==> src/rtl/instr_fetch.sv <==
// Two-word instruction fetch sequencer: reads opcode then operand from program memory and holds the pair for a consumer.
// Optional memory-timeout detection is enabled by defining FETCH_TIMEOUT_EN.
module instr_fetch (
  input  logic        clk,
  input  logic        reset,
  input  logic [15:0] pc,
  output logic        pc_read_enable,
  output logic        pc_enable,
  output logic        mem_req,
  output logic [15:0] mem_addr,
  input  logic        mem_ack,
  input  logic [15:0] mem_rdata,
  output logic [15:0] opcode,
  output logic [15:0] operand,
  output logic        instr_valid,
  input  logic        instr_ready,
  input  logic        flush,
  output logic [2:0]  fetch_state,
  output logic        fetch_error
);

  localparam int unsigned DW = 16;
  localparam int unsigned SW = 3;

  typedef enum logic [SW-1:0] {
    IDLE    = 3'd0,
    REQ_OP  = 3'd1,
    ADV_OP  = 3'd2,
    REQ_ARG = 3'd3,
    ADV_ARG = 3'd4,
    ISSUE   = 3'd5,
    ERROR   = 3'd6
  } state_t;

  state_t        state_q, state_d;
  logic          req_q, req_d;
  logic          adv_q, adv_d;
  logic          issue_q, issue_d;
  logic [DW-1:0] opcode_d, operand_d;

`ifdef FETCH_TIMEOUT_EN
  localparam int unsigned TW = 4;
  localparam logic [TW-1:0] TMO_MAX = '1;
  logic [TW-1:0] tmo_q, tmo_d;
  logic          err_q, err_d;
`endif

  // Next-state, capture and per-state output decode
  always_comb begin
    state_d   = state_q;
    opcode_d  = opcode;
    operand_d = operand;
`ifdef FETCH_TIMEOUT_EN
    tmo_d     = '0;
`endif
    case (state_q)
      IDLE:    state_d = REQ_OP;
      REQ_OP: begin
        if (mem_ack) begin
          opcode_d = mem_rdata;
          state_d  = ADV_OP;
        end else begin
`ifdef FETCH_TIMEOUT_EN
          tmo_d = tmo_q + TW'(1);
          if (tmo_d == TMO_MAX) state_d = ERROR;
`endif
        end
      end
      ADV_OP:  state_d = REQ_ARG;
      REQ_ARG: begin
        if (mem_ack) begin
          operand_d = mem_rdata;
          state_d   = ADV_ARG;
        end else begin
`ifdef FETCH_TIMEOUT_EN
          tmo_d = tmo_q + TW'(1);
          if (tmo_d == TMO_MAX) state_d = ERROR;
`endif
        end
      end
      ADV_ARG: state_d = ISSUE;
      ISSUE:   if (instr_ready) state_d = REQ_OP;
      ERROR:   state_d = ERROR;
      default: state_d = IDLE;
    endcase

    // Flush beats everything, including a concurrent ack or consumer accept
    if (flush) begin
      state_d   = IDLE;
      opcode_d  = opcode;
      operand_d = operand;
`ifdef FETCH_TIMEOUT_EN
      tmo_d     = '0;
`endif
    end

    req_d   = (state_d == REQ_OP) || (state_d == REQ_ARG);
    adv_d   = (state_d == ADV_OP) || (state_d == ADV_ARG);
    issue_d = (state_d == ISSUE);
`ifdef FETCH_TIMEOUT_EN
    err_d   = (state_d == ERROR);
`endif
  end

  always_ff @(posedge clk) begin
    if (reset) begin
      state_q <= IDLE;
      req_q   <= 1'b0;
      adv_q   <= 1'b0;
      issue_q <= 1'b0;
      opcode  <= '0;
      operand <= '0;
`ifdef FETCH_TIMEOUT_EN
      tmo_q   <= '0;
      err_q   <= 1'b0;
`endif
    end else begin
      state_q <= state_d;
      req_q   <= req_d;
      adv_q   <= adv_d;
      issue_q <= issue_d;
      opcode  <= opcode_d;
      operand <= operand_d;
`ifdef FETCH_TIMEOUT_EN
      tmo_q   <= tmo_d;
      err_q   <= err_d;
`endif
    end
  end

  // A flush must kill the PC advance and the offered instruction in the same cycle
  assign pc_enable      = adv_q & ~flush;
  assign instr_valid    = issue_q & ~flush;
  assign mem_req        = req_q;
  assign pc_read_enable = req_q;
  assign mem_addr       = req_q ? pc : DW'(0);
  assign fetch_state    = SW'(state_q);

`ifdef FETCH_TIMEOUT_EN
  assign fetch_error = err_q;
`else
  assign fetch_error = 1'b0;
`endif

endmodule

==> config.mk <==
export PLATFORM = sky130hd
export DESIGN_NAME = instr_fetch
export DESIGN_NICKNAME = d
export VERILOG_FILES = /design/src/rtl/instr_fetch.sv
export SDC_FILE = /design/constraint.sdc
export NUM_CORES = 1
export LEC_CHECK = 0
export ABC_CLOCK_PERIOD_IN_PS = 1600
export CAP_MARGIN = 0
export CORE_MARGIN = 4
export CORE_UTILIZATION = 40
export CTS_BUF_LIST = sky130_fd_sc_hd__clkbuf_4
export DETAILED_ROUTE_END_ITERATION = 8
export PLACE_DENSITY = 0.79
export SLEW_MARGIN = 20
export SYNTH_ARGS = -nofsm -noshare
export SYNTH_HDL_FRONTEND = slang
export SYNTH_SLANG_ARGS = --single-unit
==> constraint.sdc <==
create_clock -name clk -period 1.6 [get_ports clk]
set_clock_uncertainty 0.1 [all_clocks]
set_input_delay 0.16 -clock clk [delete_from_list [all_inputs] [get_ports clk]]
set_output_delay 0.16 -clock clk [all_outputs]
set_load 0.02 [all_outputs]
Word level (Yosys, flattened, before mapping)
Index checks and enable logic that the tools add are counted.
{"block": "word_totals", "regBits": 38, "latch_bits": 0, "ram_bits": 0, "rom_bits": 0, "input_bits": 37, "wordCells": 31, "n_memories": 0}
{"block": "op_classes", "addsub": 0, "multipliers": 0, "n_div": 0, "n_lt_le_gt_ge": 0, "n_eq_ne": 11, "n_shift": 0, "mux": 6, "bitwise": 3, "reduce_logical": 5}
{"cell": "$pmux W3 S7", "n": 1}
{"cell": "$mux W16", "n": 1}
{"cell": "$eq A3 B3 Y1 const B", "n": 5}
{"cell": "$eq A3 B2 Y1 const B", "n": 4}
{"cell": "$mux W3", "n": 4}
{"cell": "$eq A3 B1 Y1 const B", "n": 2}
{"cell": "$reduce_and A3 Y1", "n": 2}
{"cell": "$logic_not A3 Y1", "n": 1}
{"cell": "$and A1 B1 Y1", "n": 2}
{"cell": "$logic_or A1 B1 Y1", "n": 2}
{"cell": "$not A1 Y1", "n": 1}

Depth between registers and ports, before layout
{"block": "depth", "word_depth": 5, "mapped_depth": 4, "depth_no_buf": 3}

Worst setup path before layout
No wires, ideal clock.
{"block": "synth_timing", "kind": "register -> register", "from": "register state_q[1] (netlist: fetch_state[1])", "to": "register operand[0]", "arrival_ps": 1319, "required_time_ps": 1428, "path_slack_ps": 109, "stages_incl_launch_ff": 4, "path_buffers": 1, "cell_sequence": "dfxtp_1 > clkbuf_1 > nor3b_2 > mux2i_1"}
{"block": "synth_via", "elab_chain_len": 2}
{"item": "start: declaration", "line_no": "35", "source": "state_t state_q, state_d;"}
{"item": "start signal: assignment", "line_no": "118", "source": "state_q <= state_d;"}
{"item": "$eq A3 B2 Y1", "line_no": "56", "source": "case (state_q)"}
{"item": "$reduce_and A3 Y1 (no line)"}
{"item": "end signal: assignment", "line_no": "123", "source": "operand <= operand_d;"}
{"item": "end: declaration", "line_no": "14", "source": "output logic [15:0] operand,"}
Every way passes these cells.
A chain may end at the register's enable or synchronous reset.

Worst setup path after layout
{"block": "layout_timing", "from": "register operand[11]", "to": "output port operand[11]"}
No word-level cell between the ends.

==> impl_metrics.json <==
{
  "worstPathMaxFanout": 2,
  "die_w_um": 73.6,
  "die-area_mm2": 0.00542,
  "power_mw": 1.67,
  "yosysMostFrequentCell": "nand2b_1",
  "crit_arrival_ns": 1.28,
  "initial_utilization_pct": 42.1,
  "syn_nets": 209,
  "die_h_um": 73.6,
  "path_class": "reg2out",
  "irDropWorstVdd_uv": 577,
  "rsz0062_at_grt": "no",
  "vias_per_cell": 4.69,
  "fillers": 354,
  "htreeDepth": 2,
  "outcome": "finished clean",
  "cts_buffers": 5,
  "synth_cells": 172,
  "start_kind": "register",
  "area_growth_pct": 58.1,
  "regArea_um2": 761,
  "synth_area_leader_cell": "dfxtp_1",
  "drv_slew": 0,
  "first_global_vias": 1525,
  "holdPathStages": 3,
  "period_needed_ns": 1.54,
  "nNetsFinal": 303,
  "min_path_type": "in2reg",
  "rows": 23,
  "core_mm2": 0.00409,
  "port_buffers": 91,
  "crit_path_end_kind": "primary output",
  "synth_edf_count": 0,
  "drv_cap": 0,
  "grt-ovfl-total": 0,
  "drt-wirelength-per-cell_um": 13.4,
  "synth-seq-area-share_pct": 44.2,
  "diodes": 0,
  "cts_sinks": 38,
  "multi_input_area_um2": 892,
  "cpLargestDelayFamily": "buffers and inverters",
  "grt_usage_pct": 16.3,
  "r2r-end": "opcode[1]",
  "ys_top_cells_by_count": "48 x nand2b_1, 38 x dfxtp_1, 33 x mux2i_1, 16 x and2_1, 8 x clkbuf_1",
  "drive_above_1_share_pct": 13.2,
  "power.density_mw_per_mm2": 614,
  "place_hpwl_um": 3310,
  "vias": 1477,
  "synth_area_leaders": "dfxtp_1 44%, mux2i_1 19%, nand2b_1 17%",
  "place.gp.congestion": 0.825,
  "timing.rr.start": "fetch_state[0]",
  "period_share_pct": 96.2,
  "ys.flop_type": "dfxtp_1",
  "ys_ff_latch": 38,
  "finalHoldViolations": 0,
  "r2r_slack_ns": 0.19,
  "cp.buffers_inverters": 1,
  "final_util_pct": 66.6,
  "max_freq_mhz": 650,
  "setup_violations": 0,
  "avgSynthCellArea_um2": 10.0,
  "drt_wl_total_um": 4230,
  "drt-pass1-iter-count": 4,
  "drtIter0Drc": 38,
  "cts_tree": "yes",
  "async_flop_share_pct": 0,
  "root_buffer": "clkbuf_4",
  "hold_start": "mem_rdata[4]",
  "ioPinCount": 93,
  "yosysTopAreaCellShare_pct": 44.2,
  "min_to": "opcode[4]",
  "antenna_found_initial": 0,
  "clk_latency_ns": 0.33,
  "reg2regPathDepth": 3,
  "grt_pass1_wl_um": 6790,
  "clockBufferDepth": 2,
  "crit_path_top_delay_cell": "clkdlybuf4s50_1",
  "grt_start_max_net_pins": 37,
  "drc": 0,
  "required_ns": 1.34,
  "max_stage_delay_ns": 0.61,
  "synth_cell_types": 24,
  "netlist_area_mm2": 0.00172,
  "postRouteAntennaNets": 0,
  "path_cells": "clkdlybuf4s50_1",
  "leakage_nw": 1.51,
  "clk_pin_slew_ns": 0.10,
  "yosys_warnings": 0
}
-- per-stage QoR --
step / instance area, µm² / setup slack, ns / TNS (ns) / cells / hold WS [ns]
floorplan: 1720 / 0.109 / 0 / 172 / 0.215
global placement: 2720 / -0.0716 / -0.459 / 309 / 0.358
detailed placement: 2720 / -0.0692 / -0.493 / 309 / 0.364
CTS: 2730 / 0.000172 / 0 / 315 / 0.300
global route: 2720 / 0.00260 / 0 / 315 / 0.311
finish: 2720 / 0.0615 / 0 / 315 / 0.320
-- cells by family after synthesis --
kind of cell | count (synthesis) | share of synthesized area (%)
buffers and inverters | 13 | 4.00
multiplexers | 33 | 19.2
AO/OA/AOI/OAI | 6 | 2.11
flip-flops | 38 | 44.2
AND/OR/NAND/NOR | 81 | 30.3
other | 1 | 0.218
-- area by class of cell --
type / instances / area share (%)
Timing Repair Buffer: 100 / 35.4
Tap cell: 50 / 2.30
Clock inverter: 1 / 0.138
Clock buffer: 5 / 1.38
Multi-Input combinational cell: 121 / 32.8
Sequential cell: 38 / 28.0
-- cell usage in the layout, fill, tap and decap left out, drive strengths merged, types with 2 or more instances in the layout --
| cell type | synthesis | final |
|---|---|---|
| nand3b | 2 | 2 |
| mux2i | 33 | 33 |
| clkdlybuf4s50 | 0 | 47 |
| nand2b | 48 | 48 |
| dlygate4sd2 | 0 | 9 |
| nor2 | 5 | 5 |
| o21ai | 2 | 2 |
| and2 | 16 | 16 |
| nand2 | 2 | 2 |
| dfxtp | 38 | 38 |
| nor2b | 3 | 3 |
| clkbuf | 8 | 20 |
| buf | 5 | 9 |
| dlymetal6s2s | 0 | 19 |
-- where the power goes --
| part | leakage [nW] | internal, mW | switching, mW | total, mW |
|---|---|---|---|---|
| Combinational | 1.18 | 0.160 | 0.117 | 0.277 |
| Clock | 0.0246 | 0.150 | 0.278 | 0.428 |
| Sequential | 0.307 | 0.958 | 0.00913 | 0.967 |
-- sequential cells by signal (all words and copies together), names as in the netlist --
signal / count
issue_q: 1
operand: 16
mem_req: 1
adv_q: 1
fetch_state: 3
opcode: 16
-- layer usage --
| metal | GRT usage (%) | share of wire (%) | up-vias |
|---|---|---|---|
| li1 | - | - | 744 |
| met1 | 17.8 | 37 | 659 |
| met2 | 28.2 | 49 | 67 |
| met5 | 0 | 0 | - |
| met3 | 6.29 | 12 | 7 |
| met4 | 6.64 | 1.5 | 0 |
-- worst max path at each step --
stage	from	end	slack (ns)	cells after the start
global placement	flush	opcode[2]	-0.07	4
detailed placement	mem_ack	opcode[2]	-0.07	4
CTS	mem_req	mem_addr[14]	0.0002	3
finish	operand[11]	operand[11]	0.06	1
global route	operand[8]	operand[8]	0.003	1
floorplan	fetch_state[1]	operand[0]	0.11	3
-- tightest hold or removal path: cells and delay by family --
kind	cells	cell delay, ns
mux	1	0.07
simple gates	1	0.09
buf+inv	1	0.39
-- repair_timing --
action                                  CTS  global route
hold buffers                              0             0
endpoints found under the hold margin     0             0
pin swaps                                 0             0
buffers inserted                          0             0
endpoints found under the setup margin   25            35
resized for setup                        25            50
Power figures use the tool's default switching activity.
